[config.mk]
export PLATFORM = sky130hd
export DESIGN_NAME = mux_n_pipe_flat
export DESIGN_NICKNAME = d
export VERILOG_FILES = /design/src/rtl/mux_n_pipe_pkg.sv /design/src/rtl/mux_n_pipe_if.sv /design/src/rtl/mux_n_comb.sv /design/src/rtl/mux_n_pipe.sv /design/src/flat_wrapper.sv
export SDC_FILE = /design/constraint.sdc
export NUM_CORES = 1
export LEC_CHECK = 0
export CORE_ASPECT_RATIO = 1.5
export CORE_MARGIN = 4
export CORE_UTILIZATION = 46
export CTS_CLUSTER_DIAMETER = 40
export DETAILED_ROUTE_END_ITERATION = 16
export HOLD_SLACK_MARGIN = 0.02
export MAX_ROUTING_LAYER = met4
export PLACE_DENSITY = 0.86
export SKIP_LAST_GASP = 1
export SLEW_MARGIN = 20
export SYNTH_ARGS = -nofsm -noshare
export SYNTH_HDL_FRONTEND = slang
export SYNTH_SLANG_ARGS = --single-unit
[constraint.sdc]
create_clock -name clk -period 2.6 [get_ports clk]
set_clock_uncertainty 0.15 [all_clocks]
set_input_delay 0.52 -clock clk [delete_from_list [all_inputs] [get_ports clk]]
set_output_delay 0.52 -clock clk [all_outputs]
set_load 0.01 [all_outputs]
[src/rtl/mux_n_pipe_pkg.sv]
// Shared types and constants for the mux_n_pipe selector: occupancy states,
// error-counter width and the select-width helper.
package mux_n_pipe_pkg;

    typedef enum logic [1:0] {
        OCC_EMPTY = 2'd0,
        OCC_ONE   = 2'd1,
        OCC_FULL  = 2'd2
    } occ_state_e;

    localparam int ERR_CNT_W = 8;
    localparam logic [ERR_CNT_W-1:0] ERR_CNT_MAX = {ERR_CNT_W{1'b1}};

    // A two-input selector still needs one select bit, so the width never drops below 1.
    function automatic int sel_width(input int n);
        return (n > 2) ? $clog2(n) : 1;
    endfunction

endpackage

[src/rtl/mux_n_pipe_if.sv]
// Upstream/downstream handshake bundle for mux_n_pipe.
// err_cnt exists only when MUX_N_PIPE_ERR_CNT_EN is defined.
interface mux_n_pipe_if #(
    parameter int WIDTH  = 32,
    parameter int NUM_IN = 4
) ();
    import mux_n_pipe_pkg::*;

    localparam int SEL_W = sel_width(NUM_IN);

    logic [NUM_IN*WIDTH-1:0] in_data;
    logic [SEL_W-1:0]        in_sel;
    logic                    in_valid;
    logic                    in_ready;
    logic [WIDTH-1:0]        out_data;
    logic [SEL_W-1:0]        out_sel;
    logic                    out_valid;
    logic                    out_ready;
    logic                    err_sel;
`ifdef MUX_N_PIPE_ERR_CNT_EN
    logic [ERR_CNT_W-1:0]    err_cnt;
`endif

    modport master (
        output in_data, in_sel, in_valid, out_ready,
        input  in_ready, out_data, out_sel, out_valid,
`ifdef MUX_N_PIPE_ERR_CNT_EN
        input  err_cnt,
`endif
        input  err_sel
    );

    modport slave (
        input  in_data, in_sel, in_valid, out_ready,
        output in_ready, out_data, out_sel, out_valid,
`ifdef MUX_N_PIPE_ERR_CNT_EN
        output err_cnt,
`endif
        output err_sel
    );

endinterface

[src/rtl/mux_n_comb.sv]
// Pure N-way indexed select; an index with no matching input yields zero
// data and raises o_bad.
module mux_n_comb
    import mux_n_pipe_pkg::*;
#(
    parameter int   WIDTH  = 32,
    parameter int   NUM_IN = 4,
    localparam int  SEL_W  = sel_width(NUM_IN)
) (
    input  logic [NUM_IN*WIDTH-1:0] i_data,
    input  logic [SEL_W-1:0]        i_sel,
    output logic [WIDTH-1:0]        o_data,
    output logic                    o_bad
);

    logic [NUM_IN-1:0] w_hit;

    // AND-OR select over a one-hot match vector; no match leaves the data at zero
    always_comb begin
        o_data = {WIDTH{1'b0}};
        w_hit  = {NUM_IN{1'b0}};
        for (int k = 0; k < NUM_IN; k++) begin
            w_hit[k] = (i_sel == SEL_W'(k));
            o_data   = o_data | ({WIDTH{w_hit[k]}} & i_data[k*WIDTH +: WIDTH]);
        end
        o_bad = ~|w_hit;
    end

endmodule

[src/rtl/mux_n_pipe.sv]
// N-way registered selector with valid/ready on both sides and a skid register
// behind the output stage. MUX_N_PIPE_ERR_CNT_EN adds a saturating bad-select counter.
module mux_n_pipe
    import mux_n_pipe_pkg::*;
#(
    parameter int   WIDTH  = 32,
    parameter int   NUM_IN = 4,
    localparam int  SEL_W  = sel_width(NUM_IN)
) (
    input logic         clk,
    input logic         reset,
    mux_n_pipe_if.slave bus
);

    if ((NUM_IN < 2) || (NUM_IN > 16)) begin : g_num_in_check
        $error("mux_n_pipe: NUM_IN must be within 2..16");
    end

    occ_state_e       r_state;
    occ_state_e       w_next_state;
    logic             r_in_ready;
    logic             r_out_valid;
    logic             r_err_sel;
    logic [WIDTH-1:0] r_out_data;
    logic [SEL_W-1:0] r_out_sel;
    logic [WIDTH-1:0] r_skid_data;
    logic [SEL_W-1:0] r_skid_sel;
    logic [WIDTH-1:0] w_sel_data;
    logic             w_bad;
    logic             w_accept;
    logic             w_consume;
    logic             w_load_in;
    logic             w_load_skid;
    logic             w_skid_to_out;

    mux_n_comb #(
        .WIDTH  (WIDTH),
        .NUM_IN (NUM_IN)
    ) u_sel (
        .i_data (bus.in_data),
        .i_sel  (bus.in_sel),
        .o_data (w_sel_data),
        .o_bad  (w_bad)
    );

    assign w_accept  = bus.in_valid & r_in_ready;
    assign w_consume = r_out_valid & bus.out_ready;

    // Occupancy next-state and datapath steering
    always_comb begin
        w_next_state  = r_state;
        w_load_in     = 1'b0;
        w_load_skid   = 1'b0;
        w_skid_to_out = 1'b0;
        case (r_state)
            OCC_EMPTY: begin
                if (w_accept) begin
                    w_next_state = OCC_ONE;
                    w_load_in    = 1'b1;
                end else begin
                    w_next_state = OCC_EMPTY;
                end
            end
            OCC_ONE: begin
                if (w_accept && w_consume) begin
                    w_next_state = OCC_ONE;
                    w_load_in    = 1'b1;
                end else if (w_accept) begin
                    w_next_state = OCC_FULL;
                    w_load_skid  = 1'b1;
                end else if (w_consume) begin
                    w_next_state = OCC_EMPTY;
                end else begin
                    w_next_state = OCC_ONE;
                end
            end
            OCC_FULL: begin
                if (w_consume) begin
                    w_next_state  = OCC_ONE;
                    w_skid_to_out = 1'b1;
                end else begin
                    w_next_state = OCC_FULL;
                end
            end
            default: begin
                w_next_state = OCC_EMPTY;
            end
        endcase
    end

    // State, handshake flags, output register and skid register
    always_ff @(posedge clk) begin
        if (reset) begin
            r_state     <= OCC_EMPTY;
            r_in_ready  <= 1'b1;
            r_out_valid <= 1'b0;
            r_out_data  <= {WIDTH{1'b0}};
            r_out_sel   <= {SEL_W{1'b0}};
            r_skid_data <= {WIDTH{1'b0}};
            r_skid_sel  <= {SEL_W{1'b0}};
        end else begin
            r_state     <= w_next_state;
            // Flags follow the next state so in_ready never depends on out_ready combinationally
            r_in_ready  <= (w_next_state != OCC_FULL);
            r_out_valid <= (w_next_state != OCC_EMPTY);
            if (w_load_in) begin
                r_out_data <= w_sel_data;
                r_out_sel  <= bus.in_sel;
            end else if (w_skid_to_out) begin
                r_out_data <= r_skid_data;
                r_out_sel  <= r_skid_sel;
            end
            if (w_load_skid) begin
                r_skid_data <= w_sel_data;
                r_skid_sel  <= bus.in_sel;
            end
        end
    end

    // Sticky bad-select flag, cleared only by reset
    always_ff @(posedge clk) begin
        if (reset) begin
            r_err_sel <= 1'b0;
        end else if (w_accept && w_bad) begin
            r_err_sel <= 1'b1;
        end
    end

`ifdef MUX_N_PIPE_ERR_CNT_EN
    logic [ERR_CNT_W-1:0] r_err_cnt;

    // Saturating count of accepted bad-select beats
    always_ff @(posedge clk) begin
        if (reset) begin
            r_err_cnt <= {ERR_CNT_W{1'b0}};
        end else if (w_accept && w_bad && (r_err_cnt != ERR_CNT_MAX)) begin
            r_err_cnt <= r_err_cnt + {{(ERR_CNT_W-1){1'b0}}, 1'b1};
        end
    end

    assign bus.err_cnt = r_err_cnt;
`endif

    assign bus.in_ready  = r_in_ready;
    assign bus.out_valid = r_out_valid;
    assign bus.out_data  = r_out_data;
    assign bus.out_sel   = r_out_sel;
    assign bus.err_sel   = r_err_sel;

endmodule

[src/flat_wrapper.sv]
// flat-port wrapper written by rule: the top's interface ports become plain ports
module mux_n_pipe_flat import mux_n_pipe_pkg::*;
#(
    parameter int   WIDTH  = 32,
    parameter int   NUM_IN = 4,
    localparam int  SEL_W  = sel_width(NUM_IN)
)
  (clk, reset, bus_in_data, bus_in_sel, bus_in_valid, bus_out_ready, bus_in_ready, bus_out_data, bus_out_sel, bus_out_valid, bus_err_sel);
  mux_n_pipe_if #(.WIDTH(WIDTH), .NUM_IN(NUM_IN)) bus_i ();
  input logic clk;
  input logic reset;
  input wire logic [$bits(bus_i.in_data)-1:0] bus_in_data;
  input wire logic [$bits(bus_i.in_sel)-1:0] bus_in_sel;
  input wire logic [$bits(bus_i.in_valid)-1:0] bus_in_valid;
  input wire logic [$bits(bus_i.out_ready)-1:0] bus_out_ready;
  output wire logic [$bits(bus_i.in_ready)-1:0] bus_in_ready;
  output wire logic [$bits(bus_i.out_data)-1:0] bus_out_data;
  output wire logic [$bits(bus_i.out_sel)-1:0] bus_out_sel;
  output wire logic [$bits(bus_i.out_valid)-1:0] bus_out_valid;
  output wire logic [$bits(bus_i.err_sel)-1:0] bus_err_sel;
  assign bus_i.in_data = bus_in_data;
  assign bus_i.in_sel = bus_in_sel;
  assign bus_i.in_valid = bus_in_valid;
  assign bus_i.out_ready = bus_out_ready;
  assign bus_in_ready = bus_i.in_ready;
  assign bus_out_data = bus_i.out_data;
  assign bus_out_sel = bus_i.out_sel;
  assign bus_out_valid = bus_i.out_valid;
  assign bus_err_sel = bus_i.err_sel;
  mux_n_pipe #(.WIDTH(WIDTH), .NUM_IN(NUM_IN)) u_core (.clk(clk), .reset(reset), .bus(bus_i));
endmodule
After elaboration in Yosys (flattened, before gate mapping)

Index checks and enable logic that the tools add are counted.
Widths: inputs -> output; s select.

Flip-flop bits (word level): 73
Latch bits: 0
Memory bits (writable): 0
Memory bits (read-only): 0
Bits of input ports: 134
Output and inout bits: 37
Logic and storage cells: 48
Memories kept: 0

Add/sub/neg operators: 0
Multiply operators: 0
Div/mod/pow operators: 0
$lt $le $gt $ge: 0
Equal/unequal tests: 6
Shifts and indexed selects: 0
Multiplexer cells: 17
Bitwise operators: 9
Reduce and logical (&&, ||, !) cells: 8

Operators by type and width:

| cell               | number |
|---|---|
| $and 32x32->32     | 4 |
| $or 32x32->32      | 3 |
| $mux 32            | 2 |
| $mux 2             | 5 |
| $mux 1             | 8 |
| $eq 2x2->1 const B | 3 |
| $pmux 2 s3         | 1 |
| $eq 2x1->1 const B | 2 |
| $logic_not 2->1    | 2 |
| $reduce_bool 2->1  | 2 |
| $reduce_or 4->1    | 1 |
| $and 1x1->1        | 2 |
| $logic_and 1x1->1  | 2 |
| $ne 2x2->1 const B | 1 |
| $pmux 1 s2         | 1 |
| $logic_not 1->1    | 1 |

Logic depth before layout (Yosys ltp)

Gate-level depths: netlist (run 1).

Depth in word-level cells: 6
Mapped depth: 5

Hierarchy

Synthesis (run 1) repeated with hierarchy kept, for this count alone.

Cells, all modules: 375
Area, all modules: 3902.5 um^2

Modules (own cells, without submodules):

| module     | times used | cells an instance | area an instance (um^2) | seq. area each (um^2) |
|---|---|---|---|---|
| mux_n_pipe | 1          | 333               | 3072.9                  | 1461.4 |
| mux_n_comb | 1          | 42                | 829.5                   | 0.0 |

Least setup slack after synthesis (run 1)

No wires, ideal clock.

Kind: input to register
From: input port bus_in_sel[0]
To: register u_core.r_skid_data[22]
Library setup time: 0.132 ns
Data arrival time: 1.480 ns
Required time: 2.318 ns
Path slack: 0.838 ns
Stages: 5
Buffers on the path: 2
Cell sequence: buf_6 > buf_6 > mux4_2 > nand3_1 > a21oi_1

Longest elaborated chain between the ends: 5
Elaborated cells on any way between the ends: 11
Those cells by class: 3 x eq/ne; 7 x bitwise; 1 x reduce/logical

RTL lines:

| element                                              | RTL line           | source |
|---|---|---|
| start: declaration                                   | flat_wrapper.sv:13 | `input wire logic [$bits(bus_i.in_sel)-1:0] bus_in_sel;` |
| $eq 2x1->1 / $logic_not 2->1 (equally long branches) | mux_n_comb.sv:23   | `w_hit[k] = (i_sel == SEL_W'(k));` |
| $and 32x32->32                                       | mux_n_comb.sv:24   | `o_data = o_data \| ({WIDTH{w_hit[k]}} & i_data[k*WIDTH +: WIDTH]);` |
| $or 32x32->32 (2 in a row)                           | mux_n_comb.sv:24   |  |
| $or 32x32->32 *                                      | mux_n_comb.sv:24   |  |
| end signal: assignment                               | mux_n_pipe.sv:99   | `r_skid_data <= {WIDTH{1'b0}};` |
| end signal: assignment                               | mux_n_pipe.sv:114  | `r_skid_data <= w_sel_data;` |
| end: declaration                                     | mux_n_pipe.sv:26   | `logic [WIDTH-1:0] r_skid_data;` |

Every way passes the cells marked *; elsewhere a longest branch is shown, timed or not.
A chain may end at the register's enable or synchronous reset.

Worst setup path after layout (run 1)

From: register u_core.r_in_ready, in the netlist u_core.bus.in_ready
To: output port bus_in_ready

RTL lines:

| element                  | RTL line           | source |
|---|---|---|
| start: declaration       | mux_n_pipe.sv:21   | `logic r_in_ready;` |
| start signal: assignment | mux_n_pipe.sv:104  | `r_in_ready <= (w_next_state != OCC_FULL);` |
| end: declaration         | flat_wrapper.sv:16 | `output wire logic [$bits(bus_i.in_ready)-1:0] bus_in_ready;` |

No word-level cell between the ends.

==> results of run 1 <==
[worst min-delay path: cells and delay by family (launching register included)]
family	cells	cell delay (ns)
AO/OA/AOI/OAI	2	0.13
flip-flops	1	0.30
[power groups by stage]
stage | Combinational [mW] | Sequential (mW) | Clock (mW)
3_5_place_dp | 0.928 | 1.30 | 0
3_3_place_gp | 0.907 | 1.30 | 0
4_1_cts | 0.937 | 1.28 | 1.59
6_report | 0.936 | 1.28 | 1.58
2_1_floorplan | 0.467 | 1.32 | 0
5_1_grt | 0.994 | 1.29 | 1.63
[cell type report]
class,instances,area [sq um]
Tap cell,107,134
Multi-Input combinational cell,224,2240
Timing Repair Buffer,187,1890
Antenna cell,2,5.00
Sequential cell,73,1460
Clock buffer,9,225
Clock inverter,6,155
Fill cell,571,2300
[per-layer routing]
| metal | vias to the layer above | share of wire [%] | GRT usage [%] |
|---|---|---|---|
| met4 | 0 | 3.6 | 10.5 |
| met3 | 34 | 6.5 | 4.40 |
| li1 | 1625 | - | - |
| met1 | 1700 | 35 | 23.5 |
| met2 | 174 | 55 | 43.4 |
| met5 | - | 0 | - |
[final timing paths]
check	endpoint	slack (ns)	depth (start not counted)
max	bus_in_ready	0.56	1
min	u_core.r_skid_data[6]	0.33	2
max reg2reg	u_core.bus.in_ready	0.91	4
min reg2reg	u_core.r_skid_data[6]	0.33	2
[flip-flops by register name (all words and copies together), names as in the netlist]
| signal | flops |
|---|---|
| u_core.bus.out_sel | 2 |
| u_core.bus.out_data | 32 |
| u_core.r_skid_data | 32 |
| u_core.r_state | 2 |
| u_core.r_skid_sel | 2 |
| u_core.bus.out_valid | 1 |
| u_core.bus.err_sel | 1 |
| u_core.bus.in_ready | 1 |
[cells in the final DEF (no fill, tap or decap)]
| cell | netlist | routed |
|---|---|---|
| clkdlybuf4s50_1 | 0 | 167 |
| a21o_1 | 1 | 1 |
| nand3_1 | 34 | 34 |
| diode_2 | 0 | 2 |
| xnor2_1 | 1 | 1 |
| a21oi_1 | 36 | 36 |
| bufinv_16 | 0 | 5 |
| buf_2 | 13 | 3 |
| o21ai_1 | 2 | 2 |
| a21boi_4 | 0 | 1 |
| nand2_1 | 4 | 4 |
| nor3_1 | 2 | 2 |
| o21ai_0 | 32 | 32 |
| clkinv_2 | 0 | 1 |
| nand3b_4 | 1 | 1 |
| a211oi_1 | 2 | 2 |
| o2bb2ai_2 | 30 | 30 |
| nand3b_1 | 1 | 1 |
| mux4_2 | 32 | 32 |
| buf_12 | 2 | 6 |
| nor2b_1 | 1 | 1 |
| nor2_1 | 1 | 1 |
| a221oi_1 | 1 | 1 |
| nand4b_1 | 1 | 1 |
| mux2i_1 | 34 | 34 |
| o2bb2ai_1 | 3 | 3 |
| clkbuf_16 | 0 | 9 |
| and3b_1 | 1 | 1 |
| dfxtp_1 | 73 | 73 |
| a21o_4 | 1 | 1 |
| buf_4 | 6 | 11 |
| nor3_4 | 1 | 1 |
| a21bo_2 | 1 | 1 |
[cell families after synthesis]
logic type,count (synthesis),share of synthesized area [%]
xor gates and xnor gates,1,0.222
DFF,73,37.0
muxes,66,26.8
AOI/OAI and AO/OA,110,22.6
and+or+nand+nor,47,6.74
buffers and inverters,38,6.58
==> impl_metrics.env, run 1 <==
export IMPL_ys_seq_area_share_pct=37.0
export IMPL_area_delta_synth_final_pct=54.5
export IMPL_die_w_um=83.7
export IMPL_hold_viol_final=0
export IMPL_synth_top_cells_by_area="dfxtp_1 37%, mux4_2 18%, o2bb2ai_2 11%"
export IMPL_hold_class="flop to flop"
export IMPL_vias_per_cell=5.81
export IMPL_max_freq_mhz=491
export IMPL_cts_tree="done"
export IMPL_pre_cts_ws_ns=0.322
export IMPL_cts_root_buffer="clkbuf_16"
export IMPL_grt_pass1_vias=3721
export IMPL_power_internal_mw=2.87
export IMPL_cts_hold_buffers_added=0
export IMPL_num_rows=41
export IMPL_nets=629
export IMPL_final_cell_count_no_fill=608
export IMPL_synth_edf_count=0
export IMPL_dr_total_vias=3533
export IMPL_antenna_found_initial=2
export IMPL_critPathBufInv=1
export IMPL_gr_usage_all_layers_pct=23.3
export IMPL_grt_ovfl_total=0
export IMPL_io_pins=171
export IMPL_rsz0062_at_grt="no"
export IMPL_synth_top_area_share_pct=37.0
export IMPL_power_frac_seq_pct=33.8
export IMPL_clk_pin_slew_ns=0.06
export IMPL_whs_ns=0.327
export IMPL_yosysWarningCount=0
export IMPL_postCtsSetupRepairBufs=0
export IMPL_routedWlPerCell_um=19.5
export IMPL_slew_headroom_pct=68.7
export IMPL_yosys_cell_count_top_type="dfxtp_1"
export IMPL_grt_max_degree=37
export IMPL_async_flop_share_pct=0
export IMPL_min_delay_start="u_core.r_skid_data[6]"
export IMPL_dieArea_sq_um=10200
export IMPL_slowest_delay_ns=0.59
export IMPL_yosysUniqueCellTypes=32
export IMPL_gp_congestion=0.777
export IMPL_tightest_slew_ns=0.469
export IMPL_setup_slack_ns=0.564
export IMPL_placed_cells=591
export IMPL_postSynthCellCount=335
export IMPL_cts_max_level=3
export IMPL_final_max_slew_viol_count=0
export IMPL_port_buffers=170
export IMPL_ant_nets=0
export IMPL_p_per_area_nw_per_um2=621
export IMPL_worstSetupEndpointType="primary output"
export IMPL_maxCapViolations=0
export IMPL_start_util_pct=47.0
export IMPL_vdd_drop_max_mv=0.509
export IMPL_startpoint_type="flop"
export IMPL_drive_above_1_share_pct=20.4
export IMPL_finalSetupViolCount=0
export IMPL_dp_hpwl_um=8510
export IMPL_swShare_pct=24.4
export IMPL_yosysTopAreaCell="dfxtp_1"
export IMPL_path_cells="clkdlybuf4s50_1"
export IMPL_synthTopCellsByCount="73 x dfxtp_1, 36 x a21oi_1, 34 x mux2i_1, 34 x nand3_1"
export IMPL_cp_max_fo=5
export IMPL_cts_max_path_buffers=2
export IMPL_drc_errors=0
export IMPL_fin_area_sq_um=6110
export IMPL_ys_ff_latch=73
export IMPL_fin_crit_sh_pct=78.3
export IMPL_drt_initial_drc_count=277
export IMPL_dr_pass1_iters=5
export IMPL_placed_area_sq_um=5720
export IMPL_worstPathArrival_ns=1.37
export IMPL_cp_slowest_cell="clkdlybuf4s50_1"
export IMPL_crit_type="flop to primary output"
export IMPL_grt_pass1_wl_um=18300
export IMPL_clock_latency_ns=0.33
export IMPL_design_power_total_mw=3.79
export IMPL_leakagePower_nw=2.32
export IMPL_finish_utilization_pct=72.6
export IMPL_cts_sinks=73
export IMPL_synthesis_nets=469
export IMPL_cts_resized=0
export IMPL_synth_area_sq_um=3950
export IMPL_avgSynthCellArea_sq_um=11.8
export IMPL_period_needed_ns=2.04
export IMPL_numCtsBuffers=9
export IMPL_finalSetupTns_ns=0
export IMPL_status="finished clean"
export IMPL_r2r_start="u_core.bus.in_ready"
export IMPL_p_clk_share_pct=41.6
export IMPL_synth_flop_cell="dfxtp_1"
export IMPL_p_switching_uw=924
export IMPL_core_sq_um=8410
export IMPL_dieHeight_um=122
export IMPL_required_ns=1.93
export IMPL_critPathLaunch="u_core.bus.in_ready"
export IMPL_routed_wl_um=11900
export IMPL_worst_path_dominant_cell_family="buffers and inverters"
export IMPL_combinationalPowerShare_pct=24.7
Power figures use the tool's default switching activity.
==> run 2, diff against run 1 <==
Settings changed: CORE_UTILIZATION 46 to 39, PLACE_DENSITY 0.86 to 0.78.
Clock period 2.6 ns to 1.7 ns, I/O delays scaled along.
==> run 2 against run 1 <==
Compared with the run above: die area increased by 16%; first-iteration DRC count decreased by 46%; non-clock buffer count increased by 14; critical path depth unchanged; global-route usage decreased by 3.6 points; combinational power increased by 52%; sequential share of layout area decreased by 0.14 points; largest power group unchanged; highest routed layer unchanged.
==> impl_metrics.env, run 2 (synthesis results as in run 1) <==
export IMPL_status="finished clean"
export IMPL_dr_pass1_iters=5
export IMPL_clock_latency_ns=0.33
export IMPL_power_internal_mw=3.94
export IMPL_r2r_slack_ns=0.13
export IMPL_hold_viol_final=0
export IMPL_drt_initial_drc_count=149
export IMPL_min_path_cells=1
export IMPL_area_delta_synth_final_pct=55.6
export IMPL_worstSetupEndpointType="primary output"
export IMPL_hold_path_end="u_core.bus.err_sel"
export IMPL_grt_pass1_wl_um=18300
export IMPL_design_power_total_mw=5.34
export IMPL_fin_crit_sh_pct=97.7
export IMPL_final_common_cell="clkdlybuf4s50_1"
export IMPL_dieArea_sq_um=11800
export IMPL_r2r_start="u_core.r_state[1]"
export IMPL_placed_area_sq_um=5840
export IMPL_cts_max_level=3
export IMPL_port_buffers=170
export IMPL_io_pins=171
export IMPL_regToRegEndpoint="u_core.bus.out_data[9]"
export IMPL_combinationalPowerShare_pct=26.6
export IMPL_path_cells="clkdlybuf4s50_1"
export IMPL_cp_max_fo=2
export IMPL_slew_headroom_pct=76.1
export IMPL_p_per_area_nw_per_um2=868
export IMPL_finalSetupViolCount=0
export IMPL_reg2regPathDepth=4
export IMPL_max_freq_mhz=602
export IMPL_final_max_slew_viol_count=0
export IMPL_power_frac_seq_pct=36.5
export IMPL_cp_slowest_cell="clkdlybuf4s50_1"
export IMPL_mostFrequentLayoutCells="131 x clkdlybuf4s50_1, 72 x dfxtp_1, 36 x a21oi_1"
export IMPL_swShare_pct=26.3
export IMPL_tightest_slew_ns=0.358
export IMPL_cts_root_buffer="clkbuf_16"
export IMPL_dr_total_vias=3525
export IMPL_worstPathArrival_ns=1.17
export IMPL_rsz0062_at_grt="no"
export IMPL_vias_per_cell=5.60
export IMPL_gp_congestion=0.782
export IMPL_worst_path_dominant_cell_family="buffers and inverters"
export IMPL_cts_sinks=73
export IMPL_clk_pin_slew_ns=0.06
export IMPL_slowest_delay_ns=0.53
export IMPL_vdd_drop_max_mv=0.491
export IMPL_start_util_pct=40.3
export IMPL_gr_usage_all_layers_pct=19.8
export IMPL_min_delay_start="u_core.bus.err_sel"
export IMPL_drc_errors=0
export IMPL_dieHeight_um=131
export IMPL_routed_wl_um=11500
export IMPL_fin_area_sq_um=6150
export IMPL_nets=643
export IMPL_die_w_um=90.2
export IMPL_crit_type="flop to primary output"
export IMPL_core_sq_um=9800
export IMPL_cts_tree="done"
export IMPL_finalSetupTns_ns=0
export IMPL_maxCapViolations=0
export IMPL_period_needed_ns=1.66
export IMPL_multi_input_area_sq_um=2240
export IMPL_drive_above_1_share_pct=23.0
export IMPL_leakagePower_nw=2.58
export IMPL_required_ns=1.21
export IMPL_critPathBufInv=1
export IMPL_fill_cells=794
export IMPL_p_clk_share_pct=36.9
export IMPL_ant_nets=0
export IMPL_grt_pass1_vias=3701
export IMPL_hold_class="flop to flop"
export IMPL_grt_ovfl_total=0
export IMPL_p_switching_mw=1.40
export IMPL_dp_hpwl_um=8750
export IMPL_placed_cells=613
export IMPL_grt_max_degree=37
export IMPL_startpoint_type="flop"
export IMPL_regArea_sq_um=1460
export IMPL_routedWlPerCell_um=18.2
export IMPL_cts_max_path_buffers=2
export IMPL_final_cell_count_no_fill=630
export IMPL_num_rows=44
export IMPL_antenna_found_initial=1
export IMPL_numCtsBuffers=9
-- run 2: cell count changes in the layout (fill, tap and decap cells not counted), sizes merged --
cell / previous run / this run
dlymetal6s2s: 0 / 8
bufinv: 5 / 2
diode: 2 / 1
clkinvlp: 0 / 2
dlygate4sd2: 0 / 28
clkdlybuf4s50: 167 / 131
buf: 20 / 34
clkbuf: 9 / 11
-- run 2: cell type report --
class	instances	area share, %
Tap cell	115	2.34
Antenna cell	1	0.0407
Sequential cell	73	23.8
Clock inverter	5	1.30
Timing Repair Buffer	201	32.2
Clock buffer	11	3.78
Multi-Input combinational cell	224	36.5
-- run 2: how the worst max path moves through the flow --
stage / from / to / slack [ns] / cells past startpoint
3_5_place_dp: bus_out_ready / u_core.bus.out_data[7] / -0.22 / 6
2_1_floorplan: bus_in_sel[0] / u_core.r_skid_data[22] / 0.12 / 5
3_3_place_gp: bus_out_ready / u_core.bus.out_data[2] / -0.19 / 6
6_report: u_core.bus.err_sel / bus_err_sel / 0.04 / 1
4_1_cts: u_core.bus.out_sel[0] / bus_out_sel[0] / 0.0009 / 1
5_1_grt: bus_in_valid / u_core.bus.out_sel[1] / 0.005 / 5
-- run 2: per-stage QoR --
step	hold slack [ns]	setup WS (ns)	utilization, %
3_3_place_gp	0.305	-0.189	59.6
2_1_floorplan	0.303	0.118	-
4_1_cts	0.302	0.000922	62.4
6_report	0.313	0.0393	62.8
3_5_place_dp	0.311	-0.220	59.6
5_1_grt	0.326	0.00548	62.8
-- run 2: what timing repair did --
item                       4_1_cts  5_1_grt
buffers inserted                 0        0
gates resized for setup         29       10
pin swaps                        0        1
hold buffers                     0        0
setup endpoints to repair       28        9
-- run 2: routing by layer --
layer  vias to the layer above  wire length (um)  global-route usage (%)  part of all wire, %
met5                         -                 0                       -                    0
met3                        18               701                    3.95                  6.1
li1                       1654                 -                       -                    -
met1                      1714              4250                    21.2                   37
met2                       139              6240                    35.4                   54
met4                         0               257                    8.09                  2.2
-- run 2: power by group through the flow --
stage	registers [mW]	logic, mW	clock network (mW)
after floorplan	2.01	0.715	0
after global placement	1.98	1.44	0
after detailed placement	1.99	1.48	0
after CTS	1.95	1.43	2.00
after global routing	1.97	1.52	2.07
final	1.95	1.42	1.97
==> run 3, diff against run 2 <==
Settings changed: MAX_ROUTING_LAYER met4 to unset.
==> run 3 against run 2 <==
Compared with the run above: sequential share of layout area is essentially flat; total power about the same; setup slack worse by 0.0010 ns; routed wire length rose by 0.54%; die area is the same; flip-flop and latch count unchanged; cell count is 0.16% lower.
==> impl_metrics.env, run 3 (synthesis results as in run 1) <==
export IMPL_required_ns=1.21
export IMPL_cp_slowest_cell="clkdlybuf4s50_1"
export IMPL_port_buffers=170
export IMPL_final_max_slew_viol_count=0
export IMPL_worst_path_dominant_cell_family="buffers and inverters"
export IMPL_dp_hpwl_um=8750
export IMPL_max_freq_mhz=602
export IMPL_mostFrequentLayoutCells="131 x clkdlybuf4s50_1, 72 x dfxtp_1, 36 x a21oi_1"
export IMPL_io_pins=171
export IMPL_cts_tree="done"
export IMPL_top_usage_layer="met2"
export IMPL_vias_per_cell=5.58
export IMPL_use_met1_pct=20.7
export IMPL_grt_pass1_wl_um=18300
export IMPL_final_cell_count_no_fill=629
export IMPL_critPathBufInv=1
export IMPL_cts_max_path_buffers=2
export IMPL_whs_ns=0.313
export IMPL_p_per_area_nw_per_um2=869
export IMPL_setup_slack_ns=0.0383
export IMPL_status="finished clean"
export IMPL_cts_root_buffer="clkbuf_16"
export IMPL_cts_sinks=73
export IMPL_slew_headroom_pct=76.5
export IMPL_dr_total_vias=3507
export IMPL_fin_crit_sh_pct=97.7
export IMPL_routed_wl_um=11500
export IMPL_dieArea_sq_um=11800
export IMPL_drive_above_1_share_pct=23.0
export IMPL_gp_congestion=0.771
export IMPL_clk_pin_slew_ns=0.06
export IMPL_num_rows=44
export IMPL_grt_use_met3_pct=3.89
export IMPL_r2r_slack_ns=0.13
export IMPL_postCtsSetupRepairBufs=0
export IMPL_worstSetupEndpointType="primary output"
export IMPL_slowest_delay_ns=0.53
export IMPL_antenna_found_initial=1
export IMPL_drc_errors=0
export IMPL_numCtsBuffers=9
export IMPL_gr_usage_all_layers_pct=19.2
export IMPL_worstPathArrival_ns=1.17
export IMPL_crit_type="flop to primary output"
export IMPL_maxCapViolations=0
export IMPL_grt_max_degree=37
export IMPL_grt_util_met2_pct=35.4
export IMPL_start_util_pct=40.3
export IMPL_grt_pass1_vias=3698
export IMPL_ant_nets=0
export IMPL_tightest_slew_ns=0.353
export IMPL_fin_area_sq_um=6150
export IMPL_cts_max_level=3
export IMPL_pre_cts_ws_ns=-0.220
export IMPL_dieHeight_um=131
export IMPL_drt_initial_drc_count=163
export IMPL_clock_latency_ns=0.33
export IMPL_area_delta_synth_final_pct=55.5
export IMPL_finalSetupViolCount=0
export IMPL_period_needed_ns=1.66
export IMPL_nets=643
export IMPL_final_common_cell="clkdlybuf4s50_1"
export IMPL_placed_area_sq_um=5840
export IMPL_fill_cells=793
export IMPL_rsz0062_at_grt="no"
export IMPL_hold_viol_final=0
export IMPL_path_cells="clkdlybuf4s50_1"
export IMPL_die_w_um=90.2
export IMPL_routedWlPerCell_um=18.3
export IMPL_leakagePower_nw=2.58
export IMPL_grt_ovfl_total=0
export IMPL_cp_max_fo=2
export IMPL_dr_pass1_iters=5
export IMPL_core_sq_um=9800
export IMPL_hold_class="flop to flop"
export IMPL_startpoint_type="flop"
export IMPL_placed_cells=613
export IMPL_vdd_drop_max_mv=0.492
export IMPL_n_antenna_cell=0
## run 3: cell count changes in the layout (fill, tap and decap cells not counted), sizes merged
cell,previous run,this run
diode,1,0
## run 3: final cells by class
type | instances | area [sq um] | share of cell area, %
tap | 115 | 144 | 2.34
sequential | 73 | 1460 | 23.8
clock buffer | 11 | 233 | 3.79
clock inverter | 5 | 80.1 | 1.30
multi-input combinational | 224 | 2240 | 36.5
timing repair buffer | 201 | 1980 | 32.3
## run 3: per-layer routing
metal,part of all wire (%),routed length [um]
met1,38,4360
met4,2.3,267
met3,5.8,669
met5,0.11,13
met2,54,6210
## run 3: worst paths after layout
check | startpoint | to | cells after the start
min reg2reg | u_core.bus.err_sel | u_core.bus.err_sel | 1
min | u_core.bus.err_sel | u_core.bus.err_sel | 1
max reg2reg | u_core.r_state[1] | u_core.bus.out_data[9] | 4
max | u_core.bus.err_sel | bus_err_sel | 1
## run 3: what timing repair did
| action | CTS | global route |
|---|---|---|
| hold endpoints to repair | 0 | 0 |
| hold buffers | 0 | 0 |
| pin swaps | 0 | 1 |
| endpoints found under the setup margin | 28 | 9 |
| gates resized for setup | 29 | 10 |
## run 3: through the flow
step / util [%] / setup TNS [ns] / total power, mW
2_1_floorplan: - / 0 / 2.73
3_3_place_gp: 59.6 / -10.44 / 3.42
3_5_place_dp: 59.6 / -12.44 / 3.46
4_1_cts: 62.4 / 0 / 5.38
5_1_grt: 62.7 / 0 / 5.55
6_report: 62.7 / 0 / 5.34
## run 3: power breakdown
group	switching, mW	total [mW]	internal (mW)	leakage (nW)
registers	0.0827	1.95	1.86	0.596
clock network	0.690	1.97	1.28	0.146
logic	0.631	1.42	0.789	1.84
==> RTL edit, RTL diff (flow settings as in run 3) <==
`NUM_IN` is set to 4 in 4 places; all go to 5.
--- a/src/rtl/mux_n_pipe_if.sv
+++ b/src/rtl/mux_n_pipe_if.sv
@@ -2,7 +2,7 @@
 // err_cnt exists only when MUX_N_PIPE_ERR_CNT_EN is defined.
 interface mux_n_pipe_if #(
     parameter int WIDTH  = 32,
-    parameter int NUM_IN = 4
+    parameter int NUM_IN = 5
 ) ();
     import mux_n_pipe_pkg::*;
 
--- a/src/rtl/mux_n_comb.sv
+++ b/src/rtl/mux_n_comb.sv
@@ -4,7 +4,7 @@
     import mux_n_pipe_pkg::*;
 #(
     parameter int   WIDTH  = 32,
-    parameter int   NUM_IN = 4,
+    parameter int   NUM_IN = 5,
     localparam int  SEL_W  = sel_width(NUM_IN)
 ) (
     input  logic [NUM_IN*WIDTH-1:0] i_data,
--- a/src/rtl/mux_n_pipe.sv
+++ b/src/rtl/mux_n_pipe.sv
@@ -4,7 +4,7 @@
     import mux_n_pipe_pkg::*;
 #(
     parameter int   WIDTH  = 32,
-    parameter int   NUM_IN = 4,
+    parameter int   NUM_IN = 5,
     localparam int  SEL_W  = sel_width(NUM_IN)
 ) (
     input logic         clk,
--- a/src/flat_wrapper.sv
+++ b/src/flat_wrapper.sv
@@ -2,7 +2,7 @@
 module mux_n_pipe_flat import mux_n_pipe_pkg::*;
 #(
     parameter int   WIDTH  = 32,
-    parameter int   NUM_IN = 4,
+    parameter int   NUM_IN = 5,
     localparam int  SEL_W  = sel_width(NUM_IN)
 )
   (clk, reset, bus_in_data, bus_in_sel, bus_in_valid, bus_out_ready, bus_in_ready, bus_out_data, bus_out_sel, bus_out_valid, bus_err_sel);
Interface: changed (resized bus_in_data, bus_in_sel and bus_out_sel); port bits go from 171 to 205. The function was not compared with the original's and may differ.
==> RTL edit against run 3 <==
The flow now finishes with violations (setup timing); synthesized area grew 10%; die area grew 9.2%; highest routed layer is now met4; wire length grew 45%; largest power group is now registers; via count grew 41%; register-to-register slack lost 0.21 ns; worst setup slack lost 0.12 ns; power grew 5.5%; first-iteration DRC count grew 58%; design area grew 21%; synthesized cell count grew 49%; sequential cell count grew 2.
==> RTL edit: results (changes against run 3) <==
status=finished with violations; violated checks=setup timing; gr usage total=24.6% (+5.5 points); slew margin rel.=74.4% (-2.1 points); delay-heaviest family, CP=compound AO/OA/AOI/OAI gates; comb_multi_in=370 (+65%); placer congestion estimate=0.866 (+12%); Sink Count=75 (+2.7%); post-DP HPWL=12.0 mm (+38%); VDD IR max=567 uV (+15%); post-synth cell types=36 (+13%); fillcell total=882 (+11%); first-pass GRT wire length=25.2 mm (+37%); total number of vias=4941 (+41%); signal buffers share of area=36.7% (+4.4 points); largest net degree at the start of global routing=49 (+32%); initial DRC count=257 (+58%); Horiz. Die Dim=94.2 um (+4.4%); Synth Area in Compound Gates=27.3% (+4.7 points); multi-input combinational area share=36.5% (about the same); placed cell area=6810 um2 (+17%); P_leak=2.98 nW (+16%); initial antenna violation count=0 (-1); Largest stage delay, worst path=0.39 ns (-0.14 ns); Synth Area in XOR/XNOR=0% (-0.22 points); Port-buffer cells=204 (+20%); post-route setup TNS=-0.433 ns (-0.433 ns); sequential cell area share=20.3% (-3.5 points); final setup vio count=10 (+10); sequential area share after synthesis=34.5% (-2.4 points); clkbuf count=12 (+1); worst-path maximum fanout=6 (+4); Synth Area in Adders=0.576% (+0.58 points); ranking of synthesized cells by area=dfxtp_1 35%, mux2i_1 15%, a211oi_1 10%, nand2_1 6.4%, a311oi_1 5.6%; Cells after DPL=839 (+37%); Sw Ratio=28.5% (+2.2 points); Seq pwr share=36.1% (-0.4 points); Synth Instances=498 (+49%); inverters=2 (+2); worst slack at placement=-0.592 ns (-0.372 ns); Layout Utilization=67.5% (+4.7 points); clk cell area share=3.91% (-1.2 points); switching pwr=1.61 mW (+14%); layout net count=891 (+39%); layout cells sized above 1=18.6% (-4.4 points); Non-CTS buffers=264 (+31%); vias in the first global route=5050 (+37%); Routed wire per std cell=19.1 um (+4.3%); mux contribution to synthesized area=14.7% (-12 points); drt first pass iters=4 (-1); Syn Nets=667 (+42%); slowest CP cell=a2111oi_0; Synth top cells by count=75 x dfxtp_1, 74 x nand2_1, 64 x mux2i_1; Final WS setup=-0.0816 ns (-0.120 ns); Crit path arrival time=1.83 ns (+0.66 ns)
==> RTL edit: worst min-delay path: stages <==
cell and delay, ns:
clkbuf_2 0.15, nand2_1 0.09, a21oi_1 0.05
==> RTL edit: metal layers <==
metal	global-route usage (%)	routed length, um	share of wire (%)	up-vias
li1	-	-	-	2324
met4	12.3	573	3.4	0
met2	46.3	9290	56	213
met5	0	0	0	-
met3	4.26	1010	6.0	40
met1	25.9	5820	35	2364
==> RTL edit: path summary, 6_finish.rpt <==
path	startpoint	endpoint	slack [ns]	cells after the start
setup / recovery	u_core.bus.in_ready	u_core.bus.out_data[28]	-0.08	7
hold / removal	bus_in_sel[2]	u_core.r_skid_sel[2]	0.20	3
setup reg to reg	u_core.bus.in_ready	u_core.bus.out_data[28]	-0.08	7
hold reg to reg	u_core.r_skid_sel[2]	u_core.r_skid_sel[2]	0.31	2
==> RTL edit: what timing repair did <==
action,CTS,global route
pin swaps,15,25
setup endpoints to repair,105,42
resized for setup,56,29
buffers inserted,13,4
cloned,3,0
